$ cat src/rtl/ifetch_pkg.sv
// Shared fetch-stage types and constants.
// Included by the fetch buffer and the fetch stage top.
package ifetch_pkg;

  localparam logic PCSel_4   = 1'b0;
  localparam logic PCSel_ALU = 1'b1;

  localparam logic [6:0] OPCODE_OPIMM  = 7'b0010011;
  localparam logic [6:0] OPCODE_JAL    = 7'b1101111;
  localparam logic [6:0] OPCODE_BRANCH = 7'b1100011;

  localparam logic [31:0] NOP_INSTR = {20'd0, 5'd0, OPCODE_OPIMM};

  typedef struct packed {
    logic [31:0] pc;
    logic [31:0] instr;
  } fetch_entry_t;

  typedef enum logic [1:0] {
    S_RUN,
    S_FLUSH,
    S_HALT
  } fetch_state_e;

endpackage

$ cat src/rtl/ifetch_unit_fifo.sv
// Small synchronous FIFO with clear, used for the fetch buffer
// and for the in-order tag queue of issued PCs.
module fetch_fifo #(
  parameter int  DEPTH = 2,
  parameter type T     = logic [31:0],
  parameter int  CW    = $clog2(DEPTH + 1)
) (
  input  logic          clk,
  input  logic          rst,
  input  logic          clear,
  input  logic          push,
  input  logic          pop,
  input  T              wdata,
  output T              rdata,
  output logic          full,
  output logic          empty,
  output logic [CW-1:0] count
);

  localparam int PW = (DEPTH > 1) ? $clog2(DEPTH) : 1;

  T              mem_q [DEPTH];
  logic [PW-1:0] rd_q, wr_q;
  logic [CW-1:0] cnt_q;
  logic          do_push, do_pop;

  function automatic logic [PW-1:0] inc(input logic [PW-1:0] p);
    return (int'(p) == DEPTH - 1) ? '0 : p + 1'b1;
  endfunction

  assign do_pop  = pop && !empty;
  assign do_push = push && (!full || do_pop);

  always_ff @(posedge clk) begin
    if (rst || clear) begin
      rd_q  <= '0;
      wr_q  <= '0;
      cnt_q <= '0;
    end else begin
      if (do_push) begin
        mem_q[wr_q] <= wdata;
        wr_q        <= inc(wr_q);
      end
      if (do_pop) rd_q <= inc(rd_q);
      cnt_q <= cnt_q + CW'(do_push) - CW'(do_pop);
    end
  end

  assign rdata = mem_q[rd_q];
  assign count = cnt_q;
  assign full  = (cnt_q == CW'(DEPTH));
  assign empty = (cnt_q == '0);

endmodule

$ cat src/rtl/ifetch_unit.sv
// Instruction fetch stage: owns the PC, issues in-order imem
// requests, buffers responses and squashes wrong-path work.
module ifetch_unit
  import ifetch_pkg::*;
#(
  parameter logic [31:0] RESET_PC    = 32'h0000_0000,
  parameter logic [31:0] NOP_INSTR   = ifetch_pkg::NOP_INSTR,
  parameter int          BUF_DEPTH   = 2,
  parameter int          FLUSH_SLOTS = 2
) (
  input  logic        clk,
  input  logic        rst,
  input  logic        stall_in,
  input  logic        PCSel_in,
  input  logic [31:0] target_in,
  input  logic        send_nops_in,
  input  logic        halt_in,
  output logic        imem_req,
  output logic [31:0] imem_addr,
  input  logic [31:0] imem_rdata,
  input  logic        imem_rvalid,
  output logic [31:0] Instr_out,
  output logic [31:0] PC_out,
  output logic        valid_out,
  output logic        halt_out
);

  localparam int CW = $clog2(BUF_DEPTH + 1);
  localparam int FW = $clog2(FLUSH_SLOTS + 2);

  fetch_state_e  state_q;
  logic [31:0]   pc_q, pcout_q;
  logic [CW-1:0] drop_q;
  logic [FW-1:0] flush_q;

  fetch_entry_t  head, wentry;
  logic [31:0]   tag_head;
  logic [CW-1:0] occ, out_cnt;
  logic          buf_full, buf_empty, tag_full, tag_empty;

  logic running, redir_req, misalign, do_halt, do_redir;
  logic credit, issue, resp, drop_now, push, pop;

  assign running   = (state_q != S_HALT);
  assign redir_req = (PCSel_in == PCSel_ALU) || send_nops_in;
  assign misalign  = (target_in[1:0] != 2'b00);
  assign do_halt   = running && (halt_in || (redir_req && misalign));
  assign do_redir  = running && redir_req && !do_halt;

  // occupancy plus outstanding is the credit that keeps pushes from overflowing
  assign credit = (int'(occ) + int'(out_cnt)) < BUF_DEPTH;
  assign issue  = running && !halt_in && !redir_req && credit && !tag_full;

  assign resp     = running && imem_rvalid && !tag_empty;
  assign drop_now = resp && (drop_q != '0);
  assign push     = resp && !drop_now && !do_redir && !do_halt;

  assign valid_out = !buf_empty && (state_q == S_RUN);
  assign pop       = valid_out && !stall_in && !do_redir && !do_halt;

  assign wentry = '{pc: tag_head, instr: imem_rdata};

  fetch_fifo #(.DEPTH(BUF_DEPTH), .T(fetch_entry_t)) u_buf (
    .clk   (clk),
    .rst   (rst),
    .clear (do_redir || do_halt),
    .push  (push),
    .pop   (pop),
    .wdata (wentry),
    .rdata (head),
    .full  (buf_full),
    .empty (buf_empty),
    .count (occ)
  );

  fetch_fifo #(.DEPTH(BUF_DEPTH), .T(logic [31:0])) u_tag (
    .clk   (clk),
    .rst   (rst),
    .clear (1'b0),
    .push  (issue),
    .pop   (resp),
    .wdata (pc_q),
    .rdata (tag_head),
    .full  (tag_full),
    .empty (tag_empty),
    .count (out_cnt)
  );

  always_ff @(posedge clk) begin
    if (rst) begin
      state_q <= S_RUN;
      pc_q    <= RESET_PC;
      pcout_q <= RESET_PC;
      drop_q  <= '0;
      flush_q <= '0;
    end else if (do_halt) begin
      state_q <= S_HALT;
    end else if (do_redir) begin
      state_q <= (FLUSH_SLOTS == 0) ? S_RUN : S_FLUSH;
      pc_q    <= target_in;
      pcout_q <= target_in;
      drop_q  <= out_cnt - CW'(resp);
      flush_q <= FW'(FLUSH_SLOTS);
    end else begin
      if (issue) pc_q <= pc_q + 32'd4;
      if (pop) pcout_q <= head.pc;
      if (drop_now) drop_q <= drop_q - 1'b1;
      if (state_q == S_FLUSH && !stall_in) begin
        flush_q <= flush_q - 1'b1;
        if (flush_q <= FW'(1)) state_q <= S_RUN;
      end
    end
  end

  always_ff @(posedge clk) begin
    if (!rst && push && !pop) assert (!buf_full);
  end

  assign imem_req  = issue && !rst;
  assign imem_addr = pc_q;
  assign Instr_out = valid_out ? head.instr : NOP_INSTR;
  assign PC_out    = valid_out ? head.pc : pcout_q;
  assign halt_out  = (state_q == S_HALT);

endmodule

$ cat config.mk
export PLATFORM = sky130hd
export DESIGN_NAME = ifetch_unit
export DESIGN_NICKNAME = d
export VERILOG_FILES = /design/src/rtl/ifetch_pkg.sv /design/src/rtl/ifetch_unit_fifo.sv /design/src/rtl/ifetch_unit.sv
export SDC_FILE = /design/constraint.sdc
export NUM_CORES = 1
export LEC_CHECK = 0
export ABC_AREA = 1
export BUFFER_PORTS_ARGS = -buffer_cell sky130_fd_sc_hd__clkbuf_2
export CAP_MARGIN = 10
export CORE_MARGIN = 8
export CORE_UTILIZATION = 40
export CTS_CLUSTER_SIZE = 8
export DETAILED_ROUTE_END_ITERATION = 6
export HOLD_SLACK_MARGIN = 0.06
export SYNTH_ARGS = -nofsm -noshare
export SYNTH_HDL_FRONTEND = slang
export SYNTH_SLANG_ARGS = --single-unit
$ cat constraint.sdc
create_clock -name clk -period 7.3 [get_ports clk]
set_input_delay 1.46 -clock clk [delete_from_list [all_inputs] [get_ports clk]]
set_output_delay 1.46 -clock clk [all_outputs]
set_load 0.005 [all_outputs]
==> impl_metrics.env <==
export IMPL_yosys_area_top_type_share=0.4895
export IMPL_cts_made_buffers=40
export IMPL_grt_pass1_vias=8893
export IMPL_clock_latency_ns=0.51
export IMPL_post_place_ws_ns=3.131
export IMPL_area_growth_pct=19.83
export IMPL_rsz0062_at_grt="no"
export IMPL_first_pass_iters=4
export IMPL_drtAntennaViolNets=0
export IMPL_nets=1455
export IMPL_drive_above_1_share=0.2006
export IMPL_startpoint_type="flip-flop"
export IMPL_cts_tree="yes"
export IMPL_ys_seq_elements=272
export IMPL_die_area_um2=35190
export IMPL_synth_fa_ha_area_frac=0.009136
export IMPL_synth_yosys_seq_area_share=0.6255
export IMPL_gr_total_overflow=0
export IMPL_die_y_um=187.6
export IMPL_leakage_nw=5.633
export IMPL_clockBufferDepth=3
export IMPL_synth_largest_area_cell="edfxtp_1"
export IMPL_ys_async_sr_fraction=0
export IMPL_hold_class="flip-flop to flip-flop"
export IMPL_rows=63
export IMPL_htreeDepth=2
export IMPL_cts_resized=0
export IMPL_drt_wl_total_um=30440
export IMPL_n_antenna_cell=0
export IMPL_grt_pass1_wl_um=48220
export IMPL_core_um2=29320
export IMPL_crit_required_ns=5.84
export IMPL_synthTopCellsByArea="edfxtp_1 (49%), dfxtp_1 (14%), nand2_1 (11%), a21oi_1 (4.2%), o21ai_0 (3.5%)"
export IMPL_num_fill_cells=2802
export IMPL_setup_violations=0
export IMPL_synth_xor_area_frac=0.006693
export IMPL_cp_arrival_ns=2.85
export IMPL_synth_compound_area_share=0.1018
export IMPL_crit_path_max_fanout=65
export IMPL_start_util=0.4016
export IMPL_reg2reg_depth=9
export IMPL_synth_cells=1209
export IMPL_worst_slew_pin_slew_ns=1.131
export IMPL_outcome="finished, final reports clean"
export IMPL_cap_viol_max_count=0
export IMPL_antenna_found_initial=0
export IMPL_grt_max_degree=68
export IMPL_post_route_drc_count=0
export IMPL_synthMuxAreaShare=0.03230
export IMPL_synth_ff_type="edfxtp_1"
export IMPL_syn_nets=1288
export IMPL_hold_depth=2
export IMPL_fin_setup_tns_ns=0
export IMPL_track_usage=0.1695
export IMPL_drt_iter0_drc=650
export IMPL_clock_sinks=272
export IMPL_period_needed_ns=4.307
export IMPL_synth_warnings=0
export IMPL_cts_root_buf="clkbuf_16"
export IMPL_place_gp_congestion=0.8855
export IMPL_utilization=0.4813
export IMPL_synth_top_family_by_area="simple AND/OR/NAND/NOR gates"
export IMPL_synthSimpleGateAreaFrac=0.1782
export IMPL_routedWlPerCell_um=16.95
export IMPL_holdBufCountCts=0
export IMPL_synth_edff_count=192
export IMPL_final_common_cell="nand2_1"
export IMPL_io_buffers=169
export IMPL_min_period_over_period=0.5900
export IMPL_endpoint_kind="primary output"
export IMPL_die_w_um=187.6
export IMPL_vias_per_cell=5.010
export IMPL_vias=8998
export IMPL_skew_ns=0.01688
export IMPL_relSlewSlack=0.2460
export IMPL_synth_area_um2=11780
export IMPL_fin_ws_ns=2.993
export IMPL_boundaryPins=170
export IMPL_dp_hpwl_um=19520
export IMPL_slew_violations=0
export IMPL_p_per_area_nw_per_um2=264.0
export IMPL_yosysUniqueCellTypes=35
export IMPL_finalHoldViolCount=0
export IMPL_final_cell_mix="nand2_1 (358), edfxtp_1 (192), clkbuf_2 (169)"
export IMPL_clkTransAtPathRegs_ns=0.05
export IMPL_worstSetupPathType="flip-flop to primary output"
export IMPL_fmax_mhz=232.2
export IMPL_vdd_drop_max_mv=0.1678
export IMPL_synth_avg_cell_area_um2=9.742
export IMPL_cts_setup_buffers=0
flip-flops by register name, indices dropped and copies added (netlist names), named ones only:
| name | flops |
|---|---|
| drop_q | 2 |
| flush_q | 2 |
| imem_addr | 32 |
| pcout_q | 32 |
| state_q | 2 |
| u_buf.count | 2 |
| u_buf.mem_q | 128 |
| u_buf.rd_q | 1 |
| u_buf.wr_q | 1 |
| u_tag.count | 2 |
| u_tag.mem_q | 64 |
| u_tag.rd_q | 1 |
| u_tag.wr_q | 1 |
where the power goes:
group | internal, W | switching, W
combinational | 0.000115 | 0.000165
sequential | 0.00171 | 0.0000531
clock | 0.00105 | 0.000634
cells by family (layout without fill, tap and decap cells):
family | count (synthesis) | count (layout)
and+or+nand+nor | 525 | 525
DFF | 272 | 272
xor gates and xnor gates | 9 | 9
buffers and inverters | 132 | 329
adders and majority gates | 8 | 8
AOI/OAI and AO/OA | 229 | 229
muxes | 34 | 34
layout make-up:
class	count	area, um^2	area share
clock buffer	71	1149	0.08138
sequential	272	7368	0.5221
tap	390	488.0	0.03457
timing repair buffer	179	920.9	0.06525
inverter	78	295.3	0.02092
multi-input combinational	805	3884	0.2752
clock inverter	1	8.758	0.0006206
cells in the mapped netlist, drive strengths merged, types with 2 or more instances:
cell type	number
buf	27
clkinv	2
a31oi	30
dfxtp	80
nand2	364
nand3	42
or2	8
nand4	3
xnor2	4
inv	76
xor2	5
edfxtp	192
nor2	103
mux2	32
o21a	4
mux2i	2
o21ai	95
clkbuf	27
a21oi	98
nor3	4
ha	7
critical path, stage by stage, from the launching register on:
cell and delay (ns):
dfxtp_2 0.31, buf_4 0.64, inv_2 0.49, buf_4 0.41, nand2_1 0.13, a31oi_1 0.13, clkbuf_2 0.20
final timing paths:
| path | slack [ns] | start | end |
|---|---|---|---|
| worst max register to register | 4.35 | state_q[0] | imem_addr[6] |
| worst max-delay path | 2.99 | flip-flop | PC_out[2] |
| worst min register to register | 0.46 | flush_q[0] | flush_q[0] |
| worst min-delay path | 0.46 | flush_q[0] | flush_q[0] |
through the flow:
| step | hold slack [ns] | power [W] | instance area (um^2) | instances |
|---|---|---|---|---|
| finish | 0.4632 | 0.003726 | 14110 | 1796 |
| global route | 0.4891 | 0.003876 | 14110 | 1796 |
| CTS | 0.4635 | 0.003767 | 14110 | 1796 |
| detailed placement | 0.4555 | 0.002071 | 12960 | 1724 |
| global placement | 0.4494 | 0.002062 | 12960 | 1724 |
| floorplan | 0.4382 | 0.001954 | 11780 | 1209 |
layer usage:
layer,global-route usage,share of wire
met1,0.2223,0.46
met2,0.2779,0.46
met3,0.03863,0.063
met4,0.04758,0.020
met5,0,0
(Power assumes the default switching activity.)
